--- config.mk ---
export PLATFORM = sky130hd
export DESIGN_NAME = game_countdown_ctrl
export DESIGN_NICKNAME = d
export VERILOG_FILES = /design/src/rtl/game_pkg.sv /design/src/rtl/bcd_mmss_counter.sv /design/src/rtl/game_countdown_ctrl.sv
export SDC_FILE = /design/constraint.sdc
export NUM_CORES = 1
export LEC_CHECK = 0
export CORE_UTILIZATION = 58
export CTS_BUF_LIST = sky130_fd_sc_hd__clkbuf_8
export CTS_CLUSTER_DIAMETER = 120
export DETAILED_ROUTE_END_ITERATION = 8
export HOLD_SLACK_MARGIN = 0.08
export PLACE_DENSITY = 0.86
export SYNTH_ARGS = -nofsm -noshare
export SYNTH_HDL_FRONTEND = slang
export SYNTH_SLANG_ARGS = --single-unit
--- constraint.sdc ---
create_clock -name clk -period 5.6 [get_ports clk]
set_input_delay 0.56 -clock clk [delete_from_list [all_inputs] [get_ports clk]]
set_output_delay 0.56 -clock clk [all_outputs]
set_load 0.01 [all_outputs]
--- src/rtl/game_pkg.sv ---
// Shared state codes and BCD constants for the game countdown controller.
package game_pkg;

    localparam int BCD_W        = 4;
    localparam int SEC_TENS_MAX = 5;

    typedef enum logic [1:0] {
        ST_IDLE  = 2'b00,
        ST_RUN   = 2'b01,
        ST_PAUSE = 2'b10,
        ST_DONE  = 2'b11
    } state_t;

endpackage

--- src/rtl/bcd_mmss_counter.sv ---
// Four-digit MM:SS BCD register with load, one-second decrement and minute increment,
// plus zero / one-second / warning-window compares on the held value.
module bcd_mmss_counter
    import game_pkg::*;
#(
    parameter int INIT_MIN = 2,
    parameter int INIT_SEC = 0,
    parameter int WARN_SEC = 10
) (
    input  logic             clk,
    input  logic             rst,
    input  logic             load,
    input  logic             dec,
    input  logic             inc_min,
    output logic [BCD_W-1:0] min_tens,
    output logic [BCD_W-1:0] min_ones,
    output logic [BCD_W-1:0] sec_tens,
    output logic [BCD_W-1:0] sec_ones,
    output logic             is_zero,
    output logic             is_one,
    output logic             at_warn
);

    localparam logic [BCD_W-1:0] INIT_MT = BCD_W'(INIT_MIN / 10);
    localparam logic [BCD_W-1:0] INIT_MO = BCD_W'(INIT_MIN % 10);
    localparam logic [BCD_W-1:0] INIT_ST = BCD_W'(INIT_SEC / 10);
    localparam logic [BCD_W-1:0] INIT_SO = BCD_W'(INIT_SEC % 10);
    localparam logic [6:0]       WARN_V  = 7'(WARN_SEC);

    logic [BCD_W-1:0] min_tens_reg, min_ones_reg, sec_tens_reg, sec_ones_reg;
    logic             min_zero;
    logic [6:0]       sec_val;

    always_ff @(posedge clk) begin
        if (rst || load) begin
            min_tens_reg <= INIT_MT;
            min_ones_reg <= INIT_MO;
            sec_tens_reg <= INIT_ST;
            sec_ones_reg <= INIT_SO;
        end else if (dec) begin
            // Borrow ripples seconds -> tens of seconds -> minutes; caller never decrements 00:00.
            if (sec_ones_reg != '0) begin
                sec_ones_reg <= sec_ones_reg - 1'b1;
            end else begin
                sec_ones_reg <= BCD_W'(9);
                if (sec_tens_reg != '0) begin
                    sec_tens_reg <= sec_tens_reg - 1'b1;
                end else begin
                    sec_tens_reg <= BCD_W'(SEC_TENS_MAX);
                    if (min_ones_reg != '0) begin
                        min_ones_reg <= min_ones_reg - 1'b1;
                    end else begin
                        min_ones_reg <= BCD_W'(9);
                        min_tens_reg <= min_tens_reg - 1'b1;
                    end
                end
            end
        end else if (inc_min) begin
            if (min_ones_reg == BCD_W'(9)) begin
                min_ones_reg <= '0;
                min_tens_reg <= (min_tens_reg == BCD_W'(9)) ? '0 : min_tens_reg + 1'b1;
            end else begin
                min_ones_reg <= min_ones_reg + 1'b1;
            end
        end
    end

    assign min_tens = min_tens_reg;
    assign min_ones = min_ones_reg;
    assign sec_tens = sec_tens_reg;
    assign sec_ones = sec_ones_reg;

    assign min_zero = (min_tens_reg == '0) && (min_ones_reg == '0);
    assign sec_val  = 7'(sec_tens_reg) * 7'd10 + 7'(sec_ones_reg);
    assign is_zero  = min_zero && (sec_val == 7'd0);
    assign is_one   = min_zero && (sec_val == 7'd1);
    assign at_warn  = min_zero && (sec_val <= WARN_V);

endmodule

--- src/rtl/game_countdown_ctrl.sv ---
// Round countdown sequencer: start/pause/resume/clear FSM around a BCD MM:SS counter,
// with registered running, expiry pulse and blink-driven display blanking.
module game_countdown_ctrl
    import game_pkg::*;
#(
    parameter int INIT_MIN = 2,
    parameter int INIT_SEC = 0,
    parameter int WARN_SEC = 10
) (
    input  logic             clk,
    input  logic             rst,
    input  logic             tick_1hz,
    input  logic             blink_lvl,
    input  logic             btn_start,
    input  logic             btn_clear,
    input  logic             btn_inc_min,
    output logic [BCD_W-1:0] min_tens,
    output logic [BCD_W-1:0] min_ones,
    output logic [BCD_W-1:0] sec_tens,
    output logic [BCD_W-1:0] sec_ones,
    output logic             digit_blank,
    output logic             running,
    output logic             expired_pulse,
    output logic [1:0]       state_o
);

    state_t state_reg, state_next;
    logic   expired_reg, expired_next;
    logic   running_reg, blank_reg, blank_cond;
    logic   load, dec, inc_en;
    logic   is_zero, is_one, at_warn;

    bcd_mmss_counter #(
        .INIT_MIN (INIT_MIN),
        .INIT_SEC (INIT_SEC),
        .WARN_SEC (WARN_SEC)
    ) u_counter (
        .clk      (clk),
        .rst      (rst),
        .load     (load),
        .dec      (dec),
        .inc_min  (inc_en),
        .min_tens (min_tens),
        .min_ones (min_ones),
        .sec_tens (sec_tens),
        .sec_ones (sec_ones),
        .is_zero  (is_zero),
        .is_one   (is_one),
        .at_warn  (at_warn)
    );

    // Priority: clear > start > tick > inc_min; start and tick combine only in RUN.
    always_comb begin
        state_next   = state_reg;
        expired_next = 1'b0;
        load         = 1'b0;
        dec          = 1'b0;
        inc_en       = 1'b0;
        if (btn_clear) begin
            state_next = ST_IDLE;
            load       = 1'b1;
        end else begin
            case (state_reg)
                ST_IDLE: begin
                    if (btn_start) begin
                        if (!is_zero) state_next = ST_RUN;
                    end else if (btn_inc_min) begin
                        inc_en = 1'b1;
                    end
                end
                ST_RUN: begin
                    if (tick_1hz) begin
                        dec = 1'b1;
                        if (is_one) begin
                            state_next   = ST_DONE;
                            expired_next = 1'b1;
                        end else if (btn_start) begin
                            state_next = ST_PAUSE;
                        end
                    end else if (btn_start) begin
                        state_next = ST_PAUSE;
                    end
                end
                ST_PAUSE: begin
                    if (btn_start) state_next = ST_RUN;
                end
                ST_DONE: begin
                    if (btn_start) begin
                        state_next = ST_IDLE;
                        load       = 1'b1;
                    end
                end
                default: state_next = ST_IDLE;
            endcase
        end
    end

    assign blank_cond = (state_reg == ST_PAUSE) || (state_reg == ST_DONE) ||
                        ((state_reg == ST_RUN) && at_warn);

    always_ff @(posedge clk) begin
        if (rst) begin
            state_reg   <= ST_IDLE;
            running_reg <= 1'b0;
            expired_reg <= 1'b0;
            blank_reg   <= 1'b0;
        end else begin
            state_reg   <= state_next;
            running_reg <= (state_next == ST_RUN);
            expired_reg <= expired_next;
            blank_reg   <= blink_lvl && blank_cond;
        end
    end

    assign state_o       = state_reg;
    assign running       = running_reg;
    assign expired_pulse = expired_reg;
    assign digit_blank   = blank_reg;

endmodule

==> flow_summary.json, run 1 <==
{
  "grt_pass1_vias": 1259,
  "hold_viol": 0,
  "floorplan.rows": 17,
  "synth_cell_type_count": 47,
  "ys_seq_elements": 21,
  "grt_first_pass_wirelength_um": 5470,
  "seqPwrFrac_pct": 54.9,
  "leakagePower_uw": 0.000620,
  "post_cts_resized": 0,
  "vdd.ir_drop.worst_mv": 0.147,
  "yosysWarnings": 0,
  "yosys.area_share.xor_xnor_pct": 4.74,
  "signed_area_change_from_the_synthesized_netlist_to_the_final_layout_pct": 20.5,
  "die_w_um": 52.5,
  "start_util_pct": 64.4,
  "dr_total_vias": 1425,
  "critPathRequiredTime_ns": 5.74,
  "timing.fmax_ghz": 0.342,
  "finalWorstSetupSlack_ns": 2.67,
  "transition_time_at_the_pin_with_the_least_slew_margin_ns": 0.663,
  "rsz_0062_raised_after_global_routing": "false",
  "status": "finished clean",
  "final_period_minus_worst_setup_slack_ns": 2.93,
  "synth_flop_cell": "dfxtp_1",
  "largest_family_of_logic_cells_by_synthesized_area": "simple AND/OR/NAND/NOR gates",
  "synth_top_cell_area_share_pct": 28.4,
  "post_cts_hold_buffer_count": 0,
  "p_sw_share_pct": 24.0,
  "post-place-ws_ns": 2.53,
  "worst-endpoint-arrival_ns": 3.07,
  "setup_violations": 0,
  "cellPowerDensity_nw_per_um2": 157,
  "port_bufs": 27,
  "nNetsFinal": 228,
  "clk_pin_slew_worst_paths_ns": 0.08,
  "worstSetupPathType": "reg -> reg",
  "antenna_cells": 0,
  "wl_per_cell_um": 14.1,
  "synth_fa_ha_area_share_pct": 12.0,
  "ys_top_cells_by_count": "21 x dfxtp_1, 21 x nor2_1, 15 x nand2_1, 13 x inv_1",
  "initialDrtViolationCount": 43,
  "mappedNetlistNets": 206,
  "fp.dieH_um": 52.5,
  "tritoncts_clock_tree": "done",
  "synth-async-reset-ratio_pct": 0,
  "layout_worst_path_cycle_share_pct": 52.3,
  "seqCellArea_um2": 420,
  "maximum_clock_insertion_buffer_count": 2,
  "synth-edff-count": 0,
  "cts_max_level": 1,
  "io_pins": 28,
  "drive_above_1_share_pct": 4.35,
  "critical_path.max_fanout": 6,
  "synth.area.mux_share_pct": 0.677,
  "clockRootBuffer": "clkbuf_8",
  "globalRoute.totalOverflow": 0,
  "antenna_found_initial": 0,
  "holdCritPathClass": "reg -> reg",
  "synth_compound_gate_area_share_pct": 19.0,
  "synth_area_leaders": "dfxtp_1 28%, ha_1 9.3%, nor2_1 5.3%",
  "syn_inst": 186,
  "tns_ns": 0,
  "wirelength_um": 3320,
  "multi_input_area_um2": 961,
  "placeableCoreArea_um2": 2300,
  "post_layout_nonfiller_instances": 235,
  "finalClockSkew_ns": 0.00529,
  "timing.final.max_slew_violations": 0,
  "postRouteAntennaNets": 0,
  "internal-power_uw": 213,
  "fraction_of_power_consumed_by_the_clock_network_pct": 36.1,
  "clock_latency_ns": 0.26,
  "syn-cell-area_um2": 1480,
  "dp.cells": 231,
  "hold_slack_ns": 0.507,
  "hpwl_um": 2410,
  "drt_drc_violations_left": 0,
  "numClockSinks": 21,
  "slew_headroom_pct": 55.2,
  "maxCapViolations": 0,
  "tritoncts.num_buffers": 3,
  "synthesis.area_per_instance_um2": 7.95,
  "post-layout-total-power_uw": 280,
  "power.share.combinational_pct": 9.0,
  "library_cell_with_the_largest_summed_area_after_synthesis": "dfxtp_1",
  "grt_usage_pct": 26.5,
  "total_switching_power_uw": 67.2,
  "dr.pass1.iters": 4,
  "startpoint_type": "flop",
  "design.die.area_um2": 2760,
  "postCtsSetupRepairBufs": 0,
  "routability_congestion_estimate": 0.843,
  "filler_cell_count_in_the_final_layout": 179,
  "post_synth_and_or_nand_nor_area_fraction_pct": 28.5,
  "ys_seq_area_share_pct": 28.4,
  "end_kind": "flop",
  "grt_max_degree": 17,
  "vias_per_cell": 6.06
}
[power by group through the flow]
stage / registers, µW / logic, µW / clock network (µW)
after floorplan: 156 / 15.3 / 0
after detailed placement: 157 / 24.8 / 0
after CTS: 153 / 25.0 / 101
after global placement: 157 / 24.4 / 0
after global routing: 154 / 27.3 / 108
final: 154 / 25.2 / 101
[layer usage]
metal / track usage, % / part of all wire [%] / up-vias
met5: 0 / 0 / -
met4: 9.21 / 0.75 / 0
met3: 4.06 / 3.6 / 4
met2: 43.9 / 49 / 29
met1: 34.5 / 47 / 683
li1: - / - / 709
[cell families (layout without fill, tap and decap cells)]
family,count (synthesis),in the layout
multiplexers,1,1
adder cells (fa/ha/maj),13,13
buffers and inverters,23,44
AND/OR/NAND/NOR,78,78
AO/OA/AOI/OAI,42,42
XOR/XNOR,8,8
flip-flops,21,21
[final cells by class]
| class | instances | area share, % |
|---|---|---|
| Clock buffer | 3 | 2.32 |
| Tap cell | 28 | 1.97 |
| Multi-Input combinational cell | 142 | 53.9 |
| Clock inverter | 1 | 0.281 |
| Sequential cell | 21 | 23.6 |
| Inverter | 13 | 2.74 |
| Timing Repair Buffer | 27 | 15.2 |
[stage by stage]
step / area [µm²] / utilization, %
global placement: 1740 / 75.5
finish: 1780 / 77.6
CTS: 1780 / 77.6
detailed placement: 1740 / 75.5
global route: 1780 / 77.6
floorplan: 1480 / -
[final timing paths]
path | from | endpoint | slack, ns | cells after the start
worst max-delay path | u_counter.sec_tens[1] | expired_pulse | 2.67 | 9
worst min register to register | u_counter.min_tens[3] | u_counter.min_tens[3] | 0.51 | 2
worst max register to register | u_counter.sec_tens[1] | expired_pulse | 2.67 | 9
worst min-delay path | u_counter.min_tens[3] | u_counter.min_tens[3] | 0.51 | 2
[layout by cell type (no fill, tap or decap), drive strengths merged, types with 2 or more instances in the layout]
master,Yosys,routed
nand2,15,15
nand4b,2,2
and2,3,3
nand2b,2,2
o21ai,11,11
dfxtp,21,21
a21oi,9,9
a211oi,2,2
o211a,2,2
fa,2,2
nor2b,2,2
or2,2,2
ha,11,11
clkdlybuf4s50,0,27
and4b,2,2
nand4,4,4
inv,13,13
a31oi,6,6
nand3,7,7
nor2,21,21
nor3,6,6
or3,3,3
nor4,3,3
xnor2,6,6
xor2,2,2
clkbuf,8,3
[critical path: stages (launching register included)]
cell,delay (ns)
dfxtp_1,0.38
ha_1,0.31
ha_1,0.13
inv_1,0.04
fa_1,0.37
xor2_1,0.19
a2111oi_0,0.48
o32a_1,0.35
nand4_1,0.17
nor4b_1,0.38
Note: power is estimated with default switching activity, not from simulation.
==> run 2: changes to the inputs <==
--- a/config.mk
+++ b/config.mk
@@ -5,12 +5,12 @@
 export SDC_FILE = /design/constraint.sdc
 export NUM_CORES = 1
 export LEC_CHECK = 0
-export CORE_UTILIZATION = 58
+export CORE_UTILIZATION = 48
 export CTS_BUF_LIST = sky130_fd_sc_hd__clkbuf_8
 export CTS_CLUSTER_DIAMETER = 120
 export DETAILED_ROUTE_END_ITERATION = 8
 export HOLD_SLACK_MARGIN = 0.08
-export PLACE_DENSITY = 0.86
+export PLACE_DENSITY = 0.75
 export SYNTH_ARGS = -nofsm -noshare
 export SYNTH_HDL_FRONTEND = slang
 export SYNTH_SLANG_ARGS = --single-unit
==> constraint.sdc (replaced) <==
create_clock -name clk -period 2.6 [get_ports clk]
set_input_delay 0.26 -clock clk [delete_from_list [all_inputs] [get_ports clk]]
set_output_delay 0.26 -clock clk [all_outputs]
set_load 0.01 [all_outputs]
==> run 2 against run 1 <==
Net effect: the run now ends with design-rule violations left; via count up 4.3%; clock skew down 0.0033 ns; critical path depth unchanged; non-clock buffer count up 8; die area up 20%; hold slack better by 0.0074 ns; register-to-register slack worse by 2.6 ns; sequential share of layout area down 1.3 points; global-route usage down 3.1 points; clock power up 120%; flip-flop and latch count unchanged; cell count up 4.7%; largest power group unchanged.
==> flow_summary.json, run 2 (same netlist as run 1, synthesis figures left out) <==
{
  "status": "finished with violations",
  "failing_checks": "design-rule violations",
  "post_cts_hold_buffer_count": 0,
  "antenna_found_initial": 0,
  "leakagePower_uw": 0.000668,
  "port_bufs": 27,
  "timing.fmax_ghz": 0.393,
  "signed_area_change_from_the_synthesized_netlist_to_the_final_layout_pct": 29.4,
  "globalRoute.totalOverflow": 0,
  "timing.final.max_slew_violations": 0,
  "worst_path_max_delay_cell": "fa_2",
  "critical_path.startpoint": "u_counter.sec_tens[3]",
  "filler_cell_count_in_the_final_layout": 241,
  "placeableCoreArea_um2": 2830,
  "numClockSinks": 21,
  "die_w_um": 57.5,
  "design.die.area_um2": 3310,
  "cellPowerDensity_nw_per_um2": 321,
  "grt_usage_pct": 23.4,
  "dp.cells": 242,
  "initialDrtViolationCount": 40,
  "grt_pass1_vias": 1437,
  "worst-endpoint-arrival_ns": 2.72,
  "antenna_cells": 0,
  "mostFrequentLayoutCell": "clkdlybuf4s50_1",
  "timing.critical_path.to": "expired_pulse",
  "transition_time_at_the_pin_with_the_least_slew_margin_ns": 0.454,
  "mostFrequentLayoutCells": "27 x clkdlybuf4s50_1, 21 x nor2_1, 16 x dfxtp_1",
  "grt_first_pass_wirelength_um": 5990,
  "r2r_cells": 9,
  "slew_headroom_pct": 69.6,
  "r2r_end": "expired_pulse",
  "crit_path_max_delay_family": "adder cells",
  "postCtsSetupRepairBufs": 0,
  "clk_pin_slew_worst_paths_ns": 0.08,
  "fp.dieH_um": 57.5,
  "critPathRequiredTime_ns": 2.78,
  "postRouteAntennaNets": 0,
  "hpwl_um": 2610,
  "layout_worst_path_cycle_share_pct": 97.8,
  "critical_path.max_fanout": 5,
  "timing.critical_path.slowest_cell_delay_ns": 0.59,
  "hold_viol": 0,
  "routability_congestion_estimate": 0.819,
  "io_pins": 28,
  "startpoint_type": "flop",
  "r2r_setup_slack_ns": 0.06,
  "vdd.ir_drop.worst_mv": 0.220,
  "rr_startpoint": "u_counter.sec_tens[3]",
  "seqCellArea_um2": 427,
  "maxCapViolations": 0,
  "end_kind": "flop",
  "multi_input_area_um2": 1020,
  "wl_per_cell_um": 14.9,
  "hold_slack_ns": 0.514,
  "tritoncts.num_buffers": 3,
  "cts_max_level": 1,
  "grt_max_degree": 16,
  "holdCritPathClass": "reg -> reg",
  "dr_total_vias": 1486,
  "final_period_minus_worst_setup_slack_ns": 2.54,
  "start_util_pct": 52.3,
  "tritoncts_clock_tree": "done",
  "finalClockSkew_ns": 0.00204,
  "path_cells": "ha_4, ha_1, inv_2, fa_2, and4b_1, a211o_1, o32a_1, nand4_1, nor4b_2",
  "drive_above_1_share_pct": 14.0,
  "dr.pass1.iters": 6,
  "setup_violations": 0,
  "post_layout_nonfiller_instances": 246,
  "clockRootBuffer": "clkbuf_8",
  "maximum_clock_insertion_buffer_count": 2,
  "cp.buffers_inverters": 1,
  "wirelength_um": 3670,
  "floorplan.rows": 19,
  "nNetsFinal": 236,
  "clock_latency_ns": 0.26,
  "worstSetupPathType": "reg -> reg",
  "worstSetupPathDepth": 9,
  "drt_drc_violations_left": 2,
  "vias_per_cell": 6.04
}
==> run 2: cell type report <==
class                      count  share of cell area [%]
multi-input combinational    142                    53.5
sequential                    21                    22.3
timing repair buffer          35                    17.3
inverter                      13                    2.55
clock buffer                   3                    2.16
tap                           31                    2.03
clock inverter                 1                   0.196
==> run 2: worst min path at each step <==
stage	startpoint	endpoint	slack, ns	cells after the start
3_3_place_gp	u_counter.min_tens[3]	u_counter.min_tens[3]	0.50	2
3_5_place_dp	u_counter.min_tens[3]	u_counter.min_tens[3]	0.50	2
6_report	u_counter.min_tens[3]	u_counter.min_tens[3]	0.51	2
2_1_floorplan	rst	digit_blank	0.34	1
5_1_grt	u_counter.min_tens[3]	u_counter.min_tens[3]	0.53	2
4_1_cts	u_counter.min_tens[3]	u_counter.min_tens[3]	0.52	2
==> run 2: repair_timing <==
action / 4_1_cts / 5_1_grt
gates resized for setup: 1 / 16
endpoints found under the setup margin: 1 / 5
pin swaps: 1 / 7
cloned: 0 / 0
==> run 2: routing by layer <==
| layer | vias to the layer above | GRT usage, % | share of wire, % |
|---|---|---|---|
| li1 | 725 | - | - |
| met1 | 693 | 26.8 | 44 |
| met2 | 56 | 39.2 | 48 |
| met3 | 12 | 6.12 | 5.5 |
| met4 | 0 | 13.6 | 2.4 |
| met5 | - | 0 | 0 |
==> run 2: power breakdown <==
| group | switching (µW) | internal, µW | leakage [µW] | total, µW |
|---|---|---|---|---|
| registers | 3.93 | 324 | 0.000172 | 328 |
| clock network | 116 | 106 | 0.0000269 | 221 |
| logic | 33.7 | 30.0 | 0.000469 | 63.7 |
==> run 2: stage by stage <==
step	TNS, ns	util (%)	worst slack, ns	power [µW]	area, µm²
floorplan	0	-	0.133	369	1480
global placement	0	63.6	0.114	395	1800
detailed placement	-0.0803	63.6	-0.0803	396	1800
CTS	0	65.4	0.00137	614	1850
global route	-0.0110	67.6	-0.00554	639	1910
finish	0	67.6	0.0581	613	1910
==> run 2: worst reg2reg max path, cell delays in order, from the launching register on <==
cell	delay, ns
dfxtp_2	0.34
ha_4	0.25
ha_1	0.15
inv_2	0.04
fa_2	0.59
and4b_1	0.22
a211o_1	0.13
o32a_1	0.26
nand4_1	0.21
nor4b_2	0.26
